**src/rtl/pipeline_hazard_controller_pkg.sv**
```systemverilog
// Shared types and constants for the 5-stage pipeline hazard controller.
package pipeline_hazard_controller_pkg;

    typedef enum logic [1:0] {
        INIT   = 2'd0,
        RUN    = 2'd1,
        DRAIN  = 2'd2,
        HALTED = 2'd3
    } state_t;

    localparam logic PC_SEL_SEQ       = 1'b0;
    localparam logic PC_SEL_REDIRECT  = 1'b1;
    localparam logic REG_WRITE_ENABLE = 1'b1;
    localparam logic RAM_WRITE_ENABLE = 1'b1;

    // x0 is hardwired to zero, so it can never be the source of a hazard.
    function automatic logic rd_match(input logic [4:0] rs, input logic [4:0] rd);
        return (rd != 5'd0) && (rs == rd);
    endfunction

endpackage

```
**src/rtl/pipeline_hazard_controller_hazard_detect.sv**
```systemverilog
// Combinational RAW hazard detection between the ID sources and the EX/MEM/WB destinations.
module pipeline_hazard_controller_hazard_detect
    import pipeline_hazard_controller_pkg::*;
(
    input  logic [4:0] rs1_address,
    input  logic [4:0] rs2_address,
    input  logic       uses_rs1,
    input  logic       uses_rs2,
    input  logic [4:0] ex_rd_address,
    input  logic [4:0] mem_rd_address,
    input  logic [4:0] wb_rd_address,
    input  logic       ex_writes,
    input  logic       mem_writes,
    input  logic       wb_writes,
    output logic       raw_hazard
);

    logic rs1_hit;
    logic rs2_hit;

    // No forwarding and no write-through regfile, so a WB producer stalls as well.
    assign rs1_hit = uses_rs1 & ((ex_writes  & rd_match(rs1_address, ex_rd_address))  |
                                 (mem_writes & rd_match(rs1_address, mem_rd_address)) |
                                 (wb_writes  & rd_match(rs1_address, wb_rd_address)));
    assign rs2_hit = uses_rs2 & ((ex_writes  & rd_match(rs2_address, ex_rd_address))  |
                                 (mem_writes & rd_match(rs2_address, mem_rd_address)) |
                                 (wb_writes  & rd_match(rs2_address, wb_rd_address)));

    assign raw_hazard = rs1_hit | rs2_hit;

endmodule

```
**src/rtl/pipeline_hazard_controller.sv**
```systemverilog
// Pipeline sequencer: stall/flush/freeze control, valid tracking and debug halt/drain/resume.
// Optional performance counters are enabled with `define PIPELINE_PERF_COUNTERS_EN.
module pipeline_hazard_controller
    import pipeline_hazard_controller_pkg::*;
#(
    parameter int DRAIN_CYCLES = 4
`ifdef PIPELINE_PERF_COUNTERS_EN
    , parameter int CNT_WIDTH = 32
`endif
) (
    input  logic       clk,
    input  logic       reset_n,
    input  logic [4:0] id_rs1_address,
    input  logic [4:0] id_rs2_address,
    input  logic       id_uses_rs1,
    input  logic       id_uses_rs2,
    input  logic [4:0] ex_rd_address,
    input  logic [4:0] mem_rd_address,
    input  logic [4:0] wb_rd_address,
    input  logic       ex_reg_wren,
    input  logic       mem_reg_wren,
    input  logic       wb_reg_wren,
    input  logic       mem_redirect,
    input  logic       mem_ram_access,
    input  logic       mem_ram_write,
    input  logic       ram_ready,
    input  logic       halt_req,
    input  logic       resume,
    output logic       pc_wren,
    output logic       if_id_wren,
    output logic       id_ex_wren,
    output logic       ex_mem_wren,
    output logic       mem_wb_wren,
    output logic       pc_sel,
    output logic       id_ex_bubble,
    output logic       mem_wb_bubble,
    output logic       if_id_flush,
    output logic       id_ex_flush,
    output logic       ex_mem_flush,
    output logic       reg_wren,
    output logic       ram_wren,
    output logic       halted
`ifdef PIPELINE_PERF_COUNTERS_EN
    , output logic [CNT_WIDTH-1:0] cnt_retired
    , output logic [CNT_WIDTH-1:0] cnt_stall
    , output logic [CNT_WIDTH-1:0] cnt_memwait
    , output logic [CNT_WIDTH-1:0] cnt_flush
`endif
);

    localparam int DRAIN_W = (DRAIN_CYCLES > 1) ? $clog2(DRAIN_CYCLES) : 1;

    state_t             state, state_next;
    logic               v_id, v_ex, v_mem, v_wb;
    logic               v_id_next, v_ex_next, v_mem_next, v_wb_next;
    logic [DRAIN_W-1:0] drain_cnt, drain_next;
    logic               raw_hazard;
    logic               memwait, redirect, stall, active;

    pipeline_hazard_controller_hazard_detect u_hazard_detect (
        .rs1_address    (id_rs1_address),
        .rs2_address    (id_rs2_address),
        .uses_rs1       (id_uses_rs1),
        .uses_rs2       (id_uses_rs2),
        .ex_rd_address  (ex_rd_address),
        .mem_rd_address (mem_rd_address),
        .wb_rd_address  (wb_rd_address),
        .ex_writes      (v_ex & ex_reg_wren),
        .mem_writes     (v_mem & mem_reg_wren),
        .wb_writes      (v_wb & wb_reg_wren),
        .raw_hazard     (raw_hazard)
    );

    // A redirect cannot be taken until its own RAM access has completed.
    assign memwait  = v_mem & mem_ram_access & ~ram_ready;
    assign redirect = v_mem & mem_redirect & ~memwait;
    assign stall    = raw_hazard & v_id;
    assign active   = (state == RUN) || (state == DRAIN);

    assign reg_wren = (active && v_wb && wb_reg_wren) ? REG_WRITE_ENABLE : ~REG_WRITE_ENABLE;
    assign ram_wren = (active && v_mem && mem_ram_access && mem_ram_write && ram_ready)
                      ? RAM_WRITE_ENABLE : ~RAM_WRITE_ENABLE;

    always_ff @(posedge clk or negedge reset_n) begin
        if (!reset_n) begin
            state     <= INIT;
            v_id      <= 1'b0;
            v_ex      <= 1'b0;
            v_mem     <= 1'b0;
            v_wb      <= 1'b0;
            drain_cnt <= '0;
        end else begin
            state     <= state_next;
            v_id      <= v_id_next;
            v_ex      <= v_ex_next;
            v_mem     <= v_mem_next;
            v_wb      <= v_wb_next;
            drain_cnt <= drain_next;
        end
    end

    always_comb begin
        pc_wren       = 1'b0;
        if_id_wren    = 1'b0;
        id_ex_wren    = 1'b0;
        ex_mem_wren   = 1'b0;
        mem_wb_wren   = 1'b0;
        pc_sel        = PC_SEL_SEQ;
        id_ex_bubble  = 1'b0;
        mem_wb_bubble = 1'b0;
        if_id_flush   = 1'b0;
        id_ex_flush   = 1'b0;
        ex_mem_flush  = 1'b0;
        halted        = 1'b0;
        state_next    = state;
        drain_next    = drain_cnt;
        v_id_next     = v_id;
        v_ex_next     = v_ex;
        v_mem_next    = v_mem;
        v_wb_next     = v_wb;

        unique case (state)
            INIT: begin
                if_id_flush  = 1'b1;
                id_ex_flush  = 1'b1;
                ex_mem_flush = 1'b1;
                v_id_next    = 1'b0;
                v_ex_next    = 1'b0;
                v_mem_next   = 1'b0;
                v_wb_next    = 1'b0;
                state_next   = RUN;
            end
            RUN, DRAIN: begin
                if (memwait) begin
                    mem_wb_wren   = 1'b1;
                    mem_wb_bubble = 1'b1;
                    v_wb_next     = 1'b0;
                end else if (redirect) begin
                    pc_wren      = 1'b1;
                    pc_sel       = PC_SEL_REDIRECT;
                    if_id_flush  = 1'b1;
                    id_ex_flush  = 1'b1;
                    ex_mem_flush = 1'b1;
                    mem_wb_wren  = 1'b1;
                    v_id_next    = 1'b0;
                    v_ex_next    = 1'b0;
                    v_mem_next   = 1'b0;
                    v_wb_next    = v_mem;
                end else if (stall) begin
                    id_ex_wren   = 1'b1;
                    id_ex_bubble = 1'b1;
                    ex_mem_wren  = 1'b1;
                    mem_wb_wren  = 1'b1;
                    v_ex_next    = 1'b0;
                    v_mem_next   = v_ex;
                    v_wb_next    = v_mem;
                end else begin
                    if_id_wren  = 1'b1;
                    id_ex_wren  = 1'b1;
                    ex_mem_wren = 1'b1;
                    mem_wb_wren = 1'b1;
                    v_ex_next   = v_id;
                    v_mem_next  = v_ex;
                    v_wb_next   = v_mem;
                    // While draining, fetch is stopped and IF/ID takes a bubble instead.
                    if (state == RUN) begin
                        pc_wren   = 1'b1;
                        v_id_next = 1'b1;
                    end else begin
                        if_id_flush = 1'b1;
                        v_id_next   = 1'b0;
                    end
                end

                if (state == RUN) begin
                    if (halt_req) begin
                        state_next = DRAIN;
                        drain_next = DRAIN_W'(DRAIN_CYCLES - 1);
                    end
                end else if (!halt_req) begin
                    state_next = RUN;
                end else if (!memwait) begin
                    if (drain_cnt == '0) begin
                        state_next = HALTED;
                    end else begin
                        drain_next = drain_cnt - DRAIN_W'(1);
                    end
                end
            end
            HALTED: begin
                halted = 1'b1;
                if (resume) begin
                    state_next = RUN;
                end
            end
            default: begin
                state_next = INIT;
            end
        endcase
    end

`ifdef PIPELINE_PERF_COUNTERS_EN
    logic ev_retired, ev_stall, ev_memwait, ev_flush;

    assign ev_retired = active & v_wb & mem_wb_wren;
    assign ev_stall   = active & ~memwait & ~redirect & stall;
    assign ev_memwait = active & memwait;
    assign ev_flush   = active & redirect;

    // Counters saturate rather than wrap; HALTED produces no events, so they freeze there.
    always_ff @(posedge clk or negedge reset_n) begin
        if (!reset_n) begin
            cnt_retired <= '0;
            cnt_stall   <= '0;
            cnt_memwait <= '0;
            cnt_flush   <= '0;
        end else begin
            if (ev_retired && (cnt_retired != '1)) cnt_retired <= cnt_retired + CNT_WIDTH'(1);
            if (ev_stall   && (cnt_stall   != '1)) cnt_stall   <= cnt_stall   + CNT_WIDTH'(1);
            if (ev_memwait && (cnt_memwait != '1)) cnt_memwait <= cnt_memwait + CNT_WIDTH'(1);
            if (ev_flush   && (cnt_flush   != '1)) cnt_flush   <= cnt_flush   + CNT_WIDTH'(1);
        end
    end
`endif

endmodule
```
**config.mk**
```make
export PLATFORM = sky130hd
export DESIGN_NAME = pipeline_hazard_controller
export DESIGN_NICKNAME = d
export VERILOG_FILES = /design/src/rtl/pipeline_hazard_controller_pkg.sv /design/src/rtl/pipeline_hazard_controller_hazard_detect.sv /design/src/rtl/pipeline_hazard_controller.sv
export SDC_FILE = /design/constraint.sdc
export NUM_CORES = 1
export LEC_CHECK = 0
export CELL_PAD_IN_SITES_DETAIL_PLACEMENT = 2
export CELL_PAD_IN_SITES_GLOBAL_PLACEMENT = 2
export CORE_MARGIN = 8
export CORE_UTILIZATION = 33
export CTS_CLUSTER_DIAMETER = 150
export DETAILED_ROUTE_END_ITERATION = 6
export DONT_BUFFER_PORTS = 1
export PLACE_DENSITY_LB_ADDON = 0.1
export SLEW_MARGIN = 40
export SYNTH_ARGS = -nofsm -noshare
export SYNTH_HDL_FRONTEND = slang
export SYNTH_SLANG_ARGS = --single-unit
```
**constraint.sdc**
```tcl
create_clock -name clk -period 2.1 [get_ports clk]
set_input_delay 0.315 -clock clk [delete_from_list [all_inputs] [get_ports clk]]
set_output_delay 0.315 -clock clk [all_outputs]
set_load 0.03 [all_outputs]
```
### Word-level counts from Yosys, hierarchy flattened

Cells that the tools add are included.

* add/sub/neg operators: 1
* equality and inequality tests: 17
* mux-type cells: 56
* bitwise gates (word level): 23
* reductions and logical operators: 24

Operators by type and width (number)
* 2-to-1 mux 1 bit: 38
* == test 5 bit: 6
* 2-to-1 mux 2 bit: 11
* bitwise AND 1 bit: 16
* nonzero test 5 bit: 3
* logical AND 1 bit: 12
* one-hot mux 1 bit (2 select lines): 6
* inequality test 4 bit, second input constant: 2
* AND reduction 4 bit: 2
* inequality test 2 bit, second input constant: 3
* inequality test 3 bit, second input constant: 2
* one-hot mux 2 bit (3 select lines): 1
* bitwise OR 1 bit: 5
* == test 2 bit, second input constant: 2
* zero test 2 bit: 2
* AND reduction 3 bit: 1
* == test 2 x 1 -> 1 bit, second input constant: 1
* inequality test 2 x 1 -> 1 bit, second input constant: 1
* NOT 1 bit: 2
* AND reduction 2 bit: 1
* nonzero test 2 bit: 1
* OR reduction 2 bit: 1
* subtractor 2 x 1 -> 2 bit, second input constant: 1
* logical OR 1 bit: 1

* register bits after elaboration: 8
* input port bits: 38
* output and inout bits: 14
* word-level logic and storage cells: 127

### Depth between registers and ports, before layout

Gate-level depths: netlist of the first run.

* depth after elaboration: 12
* mapped depth: 8

### By module

From an unflattened synthesis of the first run, not the netlist that was laid out.

* cells, all modules: 130
* area total of the unflattened synthesis: 1041.0 um^2

Modules (own cells, without submodules)
* pipeline_hazard_controller: times used 1, cells each 79, area an instance 646.9 um^2
* pipeline_hazard_controller_hazard_detect: times used 1, cells each 51, area an instance 394.1 um^2

### Least setup slack after synthesis of the first run

OpenSTA, ideal clock, no wires.

* path type: flip-flop to output port
* from: register state[0]
* to: output id_ex_flush
* arrival time: 2579 ps
* setup slack: -794 ps
* stages on the path, launching flop included: 8
* buffers on the path: 1
* cell sequence: dfrtp_1 > inv_1 > ha_1 > o21ai_0 > nor2_1 > nor2_1 > nor2_1 > buf_4

* cells in the longest elaborated chain, start to end: 3
* elaborated cells between the ends (all ways): 5
* those cells by class: eq/ne (2); mux (1); reduce/logical (2)

Ends and longest elaborated chain
* start, declared: line pipeline_hazard_controller.sv:53 `state_t state, state_next;`
* start signal, assigned: line pipeline_hazard_controller.sv:93 `state <= state_next;`
* == test 2 x 1 -> 1 bit or == test 2 bit (tied branches)
* OR reduction 2 bit
* one-hot mux 1 bit (2 select lines) *
* end, declared: line pipeline_hazard_controller.sv:38 `output logic id_ex_flush,`

Mark *: on every way between the ends. The rest lies on a longest branch, timed or not.

### Worst setup path after layout of the first run

* from: register v_ex
* to: output pc_wren

* cells in the longest elaborated chain, start to end: 11
* elaborated cells between the ends (all ways): 15
* those cells by class: mux (4); bitwise (11)

Ends and longest elaborated chain
* start, declared: line pipeline_hazard_controller.sv:54 `logic v_id, v_ex, v_mem, v_wb;`
* start signal, assigned: line pipeline_hazard_controller.sv:95 `v_ex <= v_ex_next;`
* bitwise AND 1 bit *: line pipeline_hazard_controller.sv:68 `.ex_writes (v_ex & ex_reg_wren),`
* bitwise AND 1 bit, on equally long branches: line pipeline_hazard_controller_hazard_detect.sv:22, pipeline_hazard_controller_hazard_detect.sv:25
* bitwise OR 1 bit, on equally long branches: line pipeline_hazard_controller_hazard_detect.sv:22, pipeline_hazard_controller_hazard_detect.sv:25
* bitwise OR 1 bit, on equally long branches: line pipeline_hazard_controller_hazard_detect.sv:23, pipeline_hazard_controller_hazard_detect.sv:26
* bitwise AND 1 bit, on equally long branches: line pipeline_hazard_controller_hazard_detect.sv:22, pipeline_hazard_controller_hazard_detect.sv:25
* bitwise OR 1 bit *: line pipeline_hazard_controller_hazard_detect.sv:29 `assign raw_hazard = rs1_hit | rs2_hit;`
* bitwise AND 1 bit *: line pipeline_hazard_controller.sv:77 `assign stall = raw_hazard & v_id;`
* 2-to-1 mux 1 bit *: line pipeline_hazard_controller.sv:149 `end else if (stall) begin`
* 2-to-1 mux 1 bit *: line pipeline_hazard_controller.sv:138 `end else if (redirect) begin`
* 2-to-1 mux 1 bit *: line pipeline_hazard_controller.sv:134 `if (memwait) begin`
* 2-to-1 mux 1 bit *: line pipeline_hazard_controller.sv:122 `unique case (state)`
* end, declared: line pipeline_hazard_controller.sv:29 `output logic pc_wren,`

Marks and branches as above.

==> results of run 1 <==
[state kept, by name, summed over array words and instances, names as in the netlist]
name,cells
v_id,1
v_mem,1
drain_cnt,2
v_wb,1
state,2
v_ex,1
[metrics by stage]
| step | area (um^2) | setup TNS [ps] | cells | utilization (%) | hold WS, ps |
|---|---|---|---|---|---|
| 6_report | 1460 | -632 | 201 | 47.7 | 279 |
| 2_1_floorplan | 1110 | -17.7 | 132 | - | 19.4 |
| 5_1_grt | 1460 | -1130 | 201 | 47.7 | 319 |
| 3_5_place_dp | 1290 | -689 | 192 | 42.4 | 19.7 |
| 3_3_place_gp | 1290 | -546 | 192 | 42.4 | 19.7 |
| 4_1_cts | 1390 | -835 | 198 | 45.7 | 275 |
[worst max-delay path: cells and delay by family (launching register included)]
kind,cells,cell delay [ps]
compound gates,2,330
buf+inv,1,160
simple gates,4,860
flops,1,360
[where the power goes]
group | switching [mW] | leakage [nW] | internal (mW)
clock | 0.0479 | 0.0138 | 0.0651
combinational | 1.01 | 0.482 | 0.715
sequential | 0.0411 | 0.0994 | 0.226
[cell type report]
type	instances	share of cell area, %
Inverter	10	2.58
Timing Repair Buffer	24	15.0
Multi-Input combinational cell	112	63.3
Sequential cell	8	13.8
Clock buffer	3	1.55
Tap cell	44	3.78
[cells by family after synthesis]
family / count (synthesis) / synth area share (%)
AO/OA/AOI/OAI: 20 / 14.9
adder cells (fa/ha/maj): 7 / 8.23
buffers and inverters: 12 / 4.94
XOR/XNOR: 30 / 24.7
flip-flops: 8 / 18.8
AND/OR/NAND/NOR: 55 / 28.4
[repair_timing]
action	in CTS	in global routing
buffers inserted	2	3
hold endpoints to repair	8	0
pin swaps	6	3
hold buffers	1	0
gates resized for setup	12	10
endpoints found under the setup margin	8	8
[cells in the final DEF (no fill, tap or decap), drive strengths merged, types with 2 or more instances in the layout]
cell    Yosys  layout
nor4        6       6
o22ai       3       3
buf         2      23
o21ai       6       6
clkbuf      0       3
xor2       14      14
or4         5       5
xnor2      16      16
dfrtp       8       8
nand2      15      15
ha          7       7
nand3       5       5
nor2       14      14
nor3        4       4
inv        10      10
o41ai       2       2
[final timing paths]
check | startpoint | endpoint | slack, ps | cells past startpoint
setup / recovery | v_ex | pc_wren | -180 | 7
hold / removal | halt_req | state[1] | 280 | 2
setup reg to reg | state[1] | state[1] | 280 | 6
hold reg to reg | drain_cnt[0] | drain_cnt[0] | 500 | 1
max in group asynchronous | reset_n | v_id | 1400 | 1
min in group asynchronous | reset_n | drain_cnt[1] | 420 | 1
[per-layer routing]
metal,vias to the layer above,GRT usage (%)
met5,-,0
met4,0,4.67
met3,4,3.85
met2,31,26.8
met1,527,16.4
li1,516,-
==> run summary, run 1 <==
Result of the run = complete, but fails checks
Failing checks = setup timing
#FFs+latches synth = 8
Power density normalized to cell area = 1450 mW/mm^2
Reported leakage power = 0.595 nW
FFs w/ async S/R, synth = 100%
Largest stage delay on the critical path = 430 ps
Most instantiated flip-flop cell in the synthesis netlist = dfrtp_1
Initial antenna violation count = 0
Total number of H-tree levels = 1
Detailed placement HPWL = 3400 um
Clk root buf = clkbuf_4
Number of different library cells in the post-synthesis netlist = 36
Fin Clk Skew = 3.40 ps
Dpl ws = -183 ps
Time the final worst path needs with I/O delays and setup = 2280 ps
Worst slew margin relative to its limit = 67.3%
Number of hold-slack violations in the final timing report = 0
Highest-delay cell along the critical path = or4_4
Via Count = 1078
Number of cells produced by synthesis = 132
Number of vias per cell after detailed routing = 5.36
Cell area after synthesis = 0.00106 mm^2
Share of final-layout standard cells stronger than drive strength 1 = 33.1%
Overflow left after global routing = 0
Slew at the pin closest to its max-slew limit = 483 ps
Number of antenna repair diodes = 0
Final nets = 204
Syn-to-layout area delta = 36.8%
Post-synth EDFFs = 0
Number of fill cells in the layout = 356
Highest metal used = met4
Clk Latency, worst-skew pair = 250 ps
Initial standard-cell utilization of the core = 34.8%
Length of routed wiring on met1 = 1580 um
CTS tree = built
Last weighted congestion value of the routability-driven placer = 0.820
Count of max-cap constraint violations = 0
Post-route clock period utilization = 109%
Clk sink count = 8
Metal2 WL = 2050 um
Share of the yosys chip area belonging to registers = 18.8%
Wire length of the first global-routing pass = 6190 um
Clock-pin slew on the worst setup and hold paths = 50 ps
Top post-synthesis cells by count = xnor2_1, nand2_1, nor2_1, xor2_1, inv_1
Antenna violation net count after detailed routing = 0
Startpoint type of the worst setup path = register
Floorplan die height = 72.8 um
Buffer depth of the longest clock path = 2
Area leader, netlist = dfrtp_1
Max Fanout on Critical Path = 5
Setup Viol. Count Final = 4
CP Capture Type = output port
Peak supply drop = 1.03 mV
Pre-Repair DR Iteration Count = 4
Total clock buffers created by CTS = 3
Pin count of the biggest net entering global routing = 9
Die area = 0.00530 mm^2
Tot Pwr = 2.11 mW
Required @ worst endpoint = 1780 ps
Core outline area = 0.00305 mm^2
Crit-path cells = nand2_2, or4_4, nor4_4, nor3_2, o32ai_4, o22ai_2, buf_6
RSZ-0062 raised after global routing = yes
Port Buf Inserts = 0
Worst setup margin = -182 ps
Max frequency = 438 MHz
Detailed-route wire length = 3950 um
Area occupied by multi-input gates = 921 um^2
Met3 WL = 258 um
Average cell area after synthesis = 8.06 um^2
Number of rows created at floorplan = 20
Critical path type = reg -> out
Initial detailed-routing violation count = 18
Die Span X = 72.8 um
Main area contributors after synthesis = dfrtp_1, xnor2_1, xor2_1
Data arrival time of the worst path = 1970 ps
Overall track demand over capacity in global routing = 14.9%
Syn Nets = 177
Area used by sequential logic in the layout = 200 um^2
Leading cell type by number of instances after synthesis = xnor2_1
Proportion of netlist area held by the largest area contributor = 18.8%
Ys Warns = 0
Remaining routing DRC violations = 0
Average routed wire per standard cell = 19.6 um
Count of final max-slew check failures = 0
Number of ports placed on the die boundary = 52
Path category of the worst min-delay check = in -> reg
Number of global-route vias before repair = 1230
(Power assumes the default switching activity.)
==> inputs of run 2 (changes only) <==
Settings changed: PLACE_DENSITY set to 0.76, PLACE_DENSITY_LB_ADDON 0.1 to not set, SLEW_MARGIN 40 to 10.
==> run summary, run 2 (synthesis results as in run 1) <==
Result of the run = complete, but fails checks
Failing checks = setup timing
Via Count = 1075 (-0.28%)
Setup TNS = -770 ps (-138 ps)
Max Fanout on Critical Path = 5 (unchanged)
Cell family with the largest share of critical-path delay = simple AND/OR/NAND/NOR gates
Highest-count cells in the layout ignoring fill and taps = xnor2_1, buf_4, xor2_1
Clk sink count = 8 (unchanged)
Post-route cell area = 0.00145 mm^2 (-0.52%)
Floorplan die height = 72.8 um (unchanged)
Overflow left after global routing = 0 (unchanged)
Gr busiest metal = met2
Worst slew margin relative to its limit = 65.3% (-2.0 points)
Worst setup margin = -225 ps (-42.8 ps)
Post-route clock period utilization = 111% (+2.0 points)
Core outline area = 0.00305 mm^2 (unchanged)
Clock-pin slew on the worst setup and hold paths = 70 ps (+20 ps)
Biggest regs = drain_cnt (2), state (2)
Die Span X = 72.8 um (unchanged)
Remaining routing DRC violations = 0 (unchanged)
Data arrival time of the worst path = 2010 ps (+40 ps)
Critical path type = reg -> out
Number of hold-slack violations in the final timing report = 0 (unchanged)
Count of final max-slew check failures = 0 (unchanged)
Power density normalized to cell area = 1470 mW/mm^2 (+1.5%)
Time the final worst path needs with I/O delays and setup = 2320 ps (+42.8 ps)
Number of rows created at floorplan = 20 (unchanged)
Share of final-layout standard cells stronger than drive strength 1 = 32.9% (-0.22 points)
CTS tree = built
Fin Clk Skew = 4.56 ps (+1.16 ps)
Clk root buf = clkbuf_4
Initial standard-cell utilization of the core = 34.8% (unchanged)
Number of antenna repair diodes = 0 (unchanged)
Initial antenna violation count = 0 (unchanged)
Final Util = 47.4% (-0.25 points)
Final nets = 202 (-0.98%)
Initial detailed-routing violation count = 22 (+4)
Detailed placement HPWL = 3190 um (-6.0%)
Wire length of the first global-routing pass = 6530 um (+5.6%)
Pin count of the biggest net entering global routing = 9 (unchanged)
Number of global-route vias before repair = 1214 (-1.3%)
Die area = 0.00530 mm^2 (unchanged)
Post-detailed-placement cell area = 0.00127 mm^2 (-1.7%)
Total number of H-tree levels = 1 (unchanged)
Buffer depth of the longest clock path = 2 (unchanged)
Number of vias per cell after detailed routing = 5.40 (+0.72%)
Met3 global-route usage = 4.67% (+0.82 points)
Overall track demand over capacity in global routing = 15.4% (+0.58 points)
Reported leakage power = 0.579 nW (-2.7%)
Path category of the worst min-delay check = in -> reg
GRT met1 Usage = 16.7% (+0.28 points)
Tot Pwr = 2.13 mW (+1.0%)
CP Capture Type = output port
Average routed wire per standard cell = 21.7 um (+10%)
Antenna violation net count after detailed routing = 0 (unchanged)
Peak supply drop = 0.509 mV (-50%)
Startpoint type of the worst setup path = register
Total clock buffers created by CTS = 3 (unchanged)
Syn-to-layout area delta = 36.1%
RSZ-0062 raised after global routing = yes
Required @ worst endpoint = 1780 ps (about the same)
Setup Viol. Count Final = 4 (unchanged)
Detailed-route wire length = 4310 um (+9.2%)
Last weighted congestion value of the routability-driven placer = 0.868 (+5.9%)
Number of ports placed on the die boundary = 52 (unchanged)
Worst-case hold slack = 286 ps (+6.67 ps)
Crit-path cells = nand2_2, or4_4, nor4_4, nor3_2, o32ai_4, o22ai_2, buf_6
Count of max-cap constraint violations = 0 (unchanged)
Count of buffering cells on the critical path with inverters included = 1 (unchanged)
Met2 usage = 29.4% (+2.6 points)
Port Buf Inserts = 0 (unchanged)
Slew at the pin closest to its max-slew limit = 512 ps (+29.1 ps)
Max frequency = 430 MHz (-1.8%)
Largest stage delay on the critical path = 430 ps (about the same)
Highest-delay cell along the critical path = or4_4
Clk Latency, worst-skew pair = 270 ps (+20 ps)
Pre-Repair DR Iteration Count = 4 (unchanged)
run 2: stage by stage:
step / setup slack, ps / cells
6_report: -225 / 199
5_1_grt: -354 / 199
4_1_cts: -200 / 196
3_5_place_dp: -172 / 189
3_3_place_gp: -146 / 189
2_1_floorplan: -17.7 / 132
run 2: report_power, final:
group	total, mW	internal, mW	switching (mW)
Combinational	1.71	0.671	1.04
Sequential	0.279	0.227	0.0515
Clock	0.135	0.0663	0.0689
run 2: routing by layer:
layer / routed length (um) / up-vias
met2: 2370 / 21
li1: - / 511
met3: 227 / 2
met4: 34 / 0
met1: 1680 / 541
met5: 0 / -
run 2: area by class of cell:
class                           instances  area (um^2)
Tap cell                               44         55.1
Fill cell                             346         1610
Timing Repair Buffer                   22          195
Inverter                               10         37.5
Clock buffer                            3         22.5
Sequential cell                         8          201
Multi-Input combinational cell        112          936
run 2: final timing paths:
kind                               from      endpoint  slack (ps)  cells past startpoint
setup / recovery                   v_ex       pc_wren        -220                      7
max in group asynchronous       reset_n      state[0]        1340                      1
min in group asynchronous       reset_n  drain_cnt[0]         420                      1
hold reg to reg            drain_cnt[0]  drain_cnt[0]         530                      1
hold / removal                 halt_req      state[1]         290                      2
setup reg to reg               state[1]      state[1]         160                      6
run 2: worst register-to-register path, cell delays in order (launching register included):
cell and delay [ps]:
dfrtp_1 370, inv_1 110, ha_4 320, buf_4 210, nand2_1 140, o311ai_1 480
o21ai_0 180
run 2: timing repair:
action | 4_1_cts | 5_1_grt
endpoints found under the hold margin | 8 | 0
setup buffers | 3 | 3
resized for setup | 16 | 7
endpoints found under the setup margin | 8 | 8
hold buffers | 1 | 0
pin swaps | 9 | 6
cloned | 0 | 0
==> inputs of run 3 (changes only) <==
Settings changed: CELL_PAD_IN_SITES_DETAIL_PLACEMENT 2 to 1, CORE_MARGIN 8 to 2.
==> run summary, run 3 (synthesis results as in run 1) <==
Number of antenna repair diodes = 0 (unchanged)
Destination of the worst hold path = state[1]
Path category of the worst min-delay check = in -> reg
Peak supply drop = 0.611 mV (+20%)
Reported leakage power = 0.580 nW (+0.13%)
Worst slew margin relative to its limit = 67.5% (+2.2 points)
Highest-count cells in the layout ignoring fill and taps = buf_4, xnor2_1, xor2_1
Setup slack of the most critical reg-to-reg path = 190 ps (+30 ps)
Number of hold-slack violations in the final timing report = 0 (unchanged)
Count of buffering cells on the critical path with inverters included = 1 (unchanged)
Clock-pin slew on the worst setup and hold paths = 60 ps (about the same)
Initial detailed-routing violation count = 8 (-64%)
Port Buf Inserts = 0 (unchanged)
Critical path type = reg -> out
Pre-Repair DR Iteration Count = 4 (unchanged)
Count of final max-slew check failures = 0 (unchanged)
Buffer depth of the longest clock path = 2 (unchanged)
Depth of the most critical reg-to-reg path = 7 (+1)
Power density normalized to cell area = 1390 mW/mm^2 (-5.4%)
Cell count of the worst hold path = 2 (unchanged)
Clk sink count = 8 (unchanged)
Worst min-delay path startpoint = halt_req
Number of rows created at floorplan = 20 (unchanged)
Number of ports placed on the die boundary = 52 (unchanged)
Result of the run = complete, but fails checks
Average routed wire per standard cell = 16.4 um (-24%)
Slew at the pin closest to its max-slew limit = 483 ps (-28.9 ps)
Clk root buf = clkbuf_4
CTS tree = built
Pin count of the biggest net entering global routing = 9 (unchanged)
Die Span X = 60.8 um (-16%)
Count of max-cap constraint violations = 0 (unchanged)
Initial antenna violation count = 0 (unchanged)
Total number of H-tree levels = 1 (unchanged)
Die area = 0.00369 mm^2 (-30%)
Final Util = 47.2% (-0.20 points)
Initial standard-cell utilization of the core = 34.8% (unchanged)
Data arrival time of the worst path = 2070 ps (+60 ps)
Detailed-route wire length = 3280 um (-24%)
Post-detailed-placement cell area = 0.00131 mm^2 (+3.0%)
Floorplan die height = 60.8 um (-16%)
Tot Pwr = 2.00 mW (-5.8%)
Startpoint type of the worst setup path = register
Wire length of the first global-routing pass = 5260 um (-19%)
Max frequency = 418 MHz (-2.7%)
R2R Path Start = v_ex
Share of final-layout standard cells stronger than drive strength 1 = 30.8% (-2.1 points)
Worst setup margin = -290 ps (-65.0 ps)
Number of global-route vias before repair = 1154 (-4.9%)
Post-route cell area = 0.00144 mm^2 (-0.43%)
RSZ-0062 raised after global routing = yes
FF-to-FF End = v_id
Overall track demand over capacity in global routing = 19.1% (+3.6 points)
Number of vias per cell after detailed routing = 5.35 (-1.1%)
Most common cell after layout, fill and taps aside = buf_4
Overflow left after global routing = 0 (unchanged)
Max Fanout on Critical Path = 5 (unchanged)
Required @ worst endpoint = 1780 ps (about the same)
CP Capture Type = output port
Clk Latency, worst-skew pair = 260 ps (about the same)
Final nets = 203 (+0.50%)
Remaining routing DRC violations = 0 (unchanged)
Post-route clock period utilization = 114% (+3.1 points)
Antenna violation net count after detailed routing = 0 (unchanged)
Failing checks = setup timing
Number of fill cells in the layout = 380 (+9.8%)
Last weighted congestion value of the routability-driven placer = 0.772 (-11%)
Fin Clk Skew = 7.11 ps (+2.55 ps)
Time the final worst path needs with I/O delays and setup = 2390 ps (+65.0 ps)
Syn-to-layout area delta = 35.5%
Crit-path cells = nand2_2, or4_4, nor4_4, nor3_4, o32ai_4, o22ai_2, buf_6
Cell family with the largest share of critical-path delay = simple AND/OR/NAND/NOR gates
Total clock buffers created by CTS = 3 (unchanged)
Largest stage delay on the critical path = 430 ps (about the same)
Biggest regs = drain_cnt (2), state (2)
Core outline area = 0.00305 mm^2 (unchanged)
Detailed placement HPWL = 2750 um (-14%)
Worst-case hold slack = 271 ps (-15.2 ps)
Via Count = 1069 (-0.56%)
Highest-delay cell along the critical path = or4_4
Setup Viol. Count Final = 4 (unchanged)
run 3: power by group:
| group | internal [mW] | total, mW | switching, mW |
|---|---|---|---|
| sequential | 0.225 | 0.266 | 0.0403 |
| clock | 0.0657 | 0.122 | 0.0567 |
| combinational | 0.657 | 1.62 | 0.959 |
| total | 0.948 | 2.00 | 1.06 |
run 3: layout make-up:
class / count / area (um^2) / area share, %
Clock buffer: 3 / 22.5 / 1.56
Inverter: 10 / 37.5 / 2.60
Multi-Input combinational cell: 112 / 923 / 64.1
Sequential cell: 8 / 200 / 13.9
Tap cell: 44 / 55.1 / 3.82
Timing Repair Buffer: 23 / 203 / 14.1
run 3: worst register-to-register path, stage by stage, from the launching register on:
cell	delay, ps
dfrtp_1	390
nand2_2	80
or4_4	430
nor4_4	340
nor3_4	80
o32ai_4	220
buf_4	170
o32a_1	130
run 3: repair_timing:
action / 4_1_cts / 5_1_grt
hold buffers: 1 / 0
gates resized for setup: 8 / 9
hold endpoints to repair: 8 / 0
endpoints found under the setup margin: 8 / 6
pin swaps: 1 / 9
buffers inserted: 0 / 2
run 3: stage by stage:
stage	setup TNS (ps)	setup slack [ps]	cells
final	-1080	-290	200
after global routing	-1420	-379	200
after CTS	-1060	-295	198
after detailed placement	-502	-138	194
after global placement	-479	-143	194
after floorplan	-17.7	-17.7	132
run 3: metal layers:
metal  GRT usage (%)  routed length (um)  vias up
met3            5.54                 169        0
met2            33.9                1770       25
met5               0                   0        -
met4            2.80                   0        0
met1            23.3                1340      528
li1                -                   -      516
run 3: worst max-delay path by stage:
stage	from	endpoint	cells past startpoint
after floorplan	state[0]	id_ex_flush	7
after global placement	ex_rd_address[1]	id_ex_bubble	6
after detailed placement	ex_rd_address[1]	if_id_flush	8
after CTS	v_ex	if_id_flush	7
after global routing	v_ex	if_id_flush	7
final	v_ex	if_id_flush	7
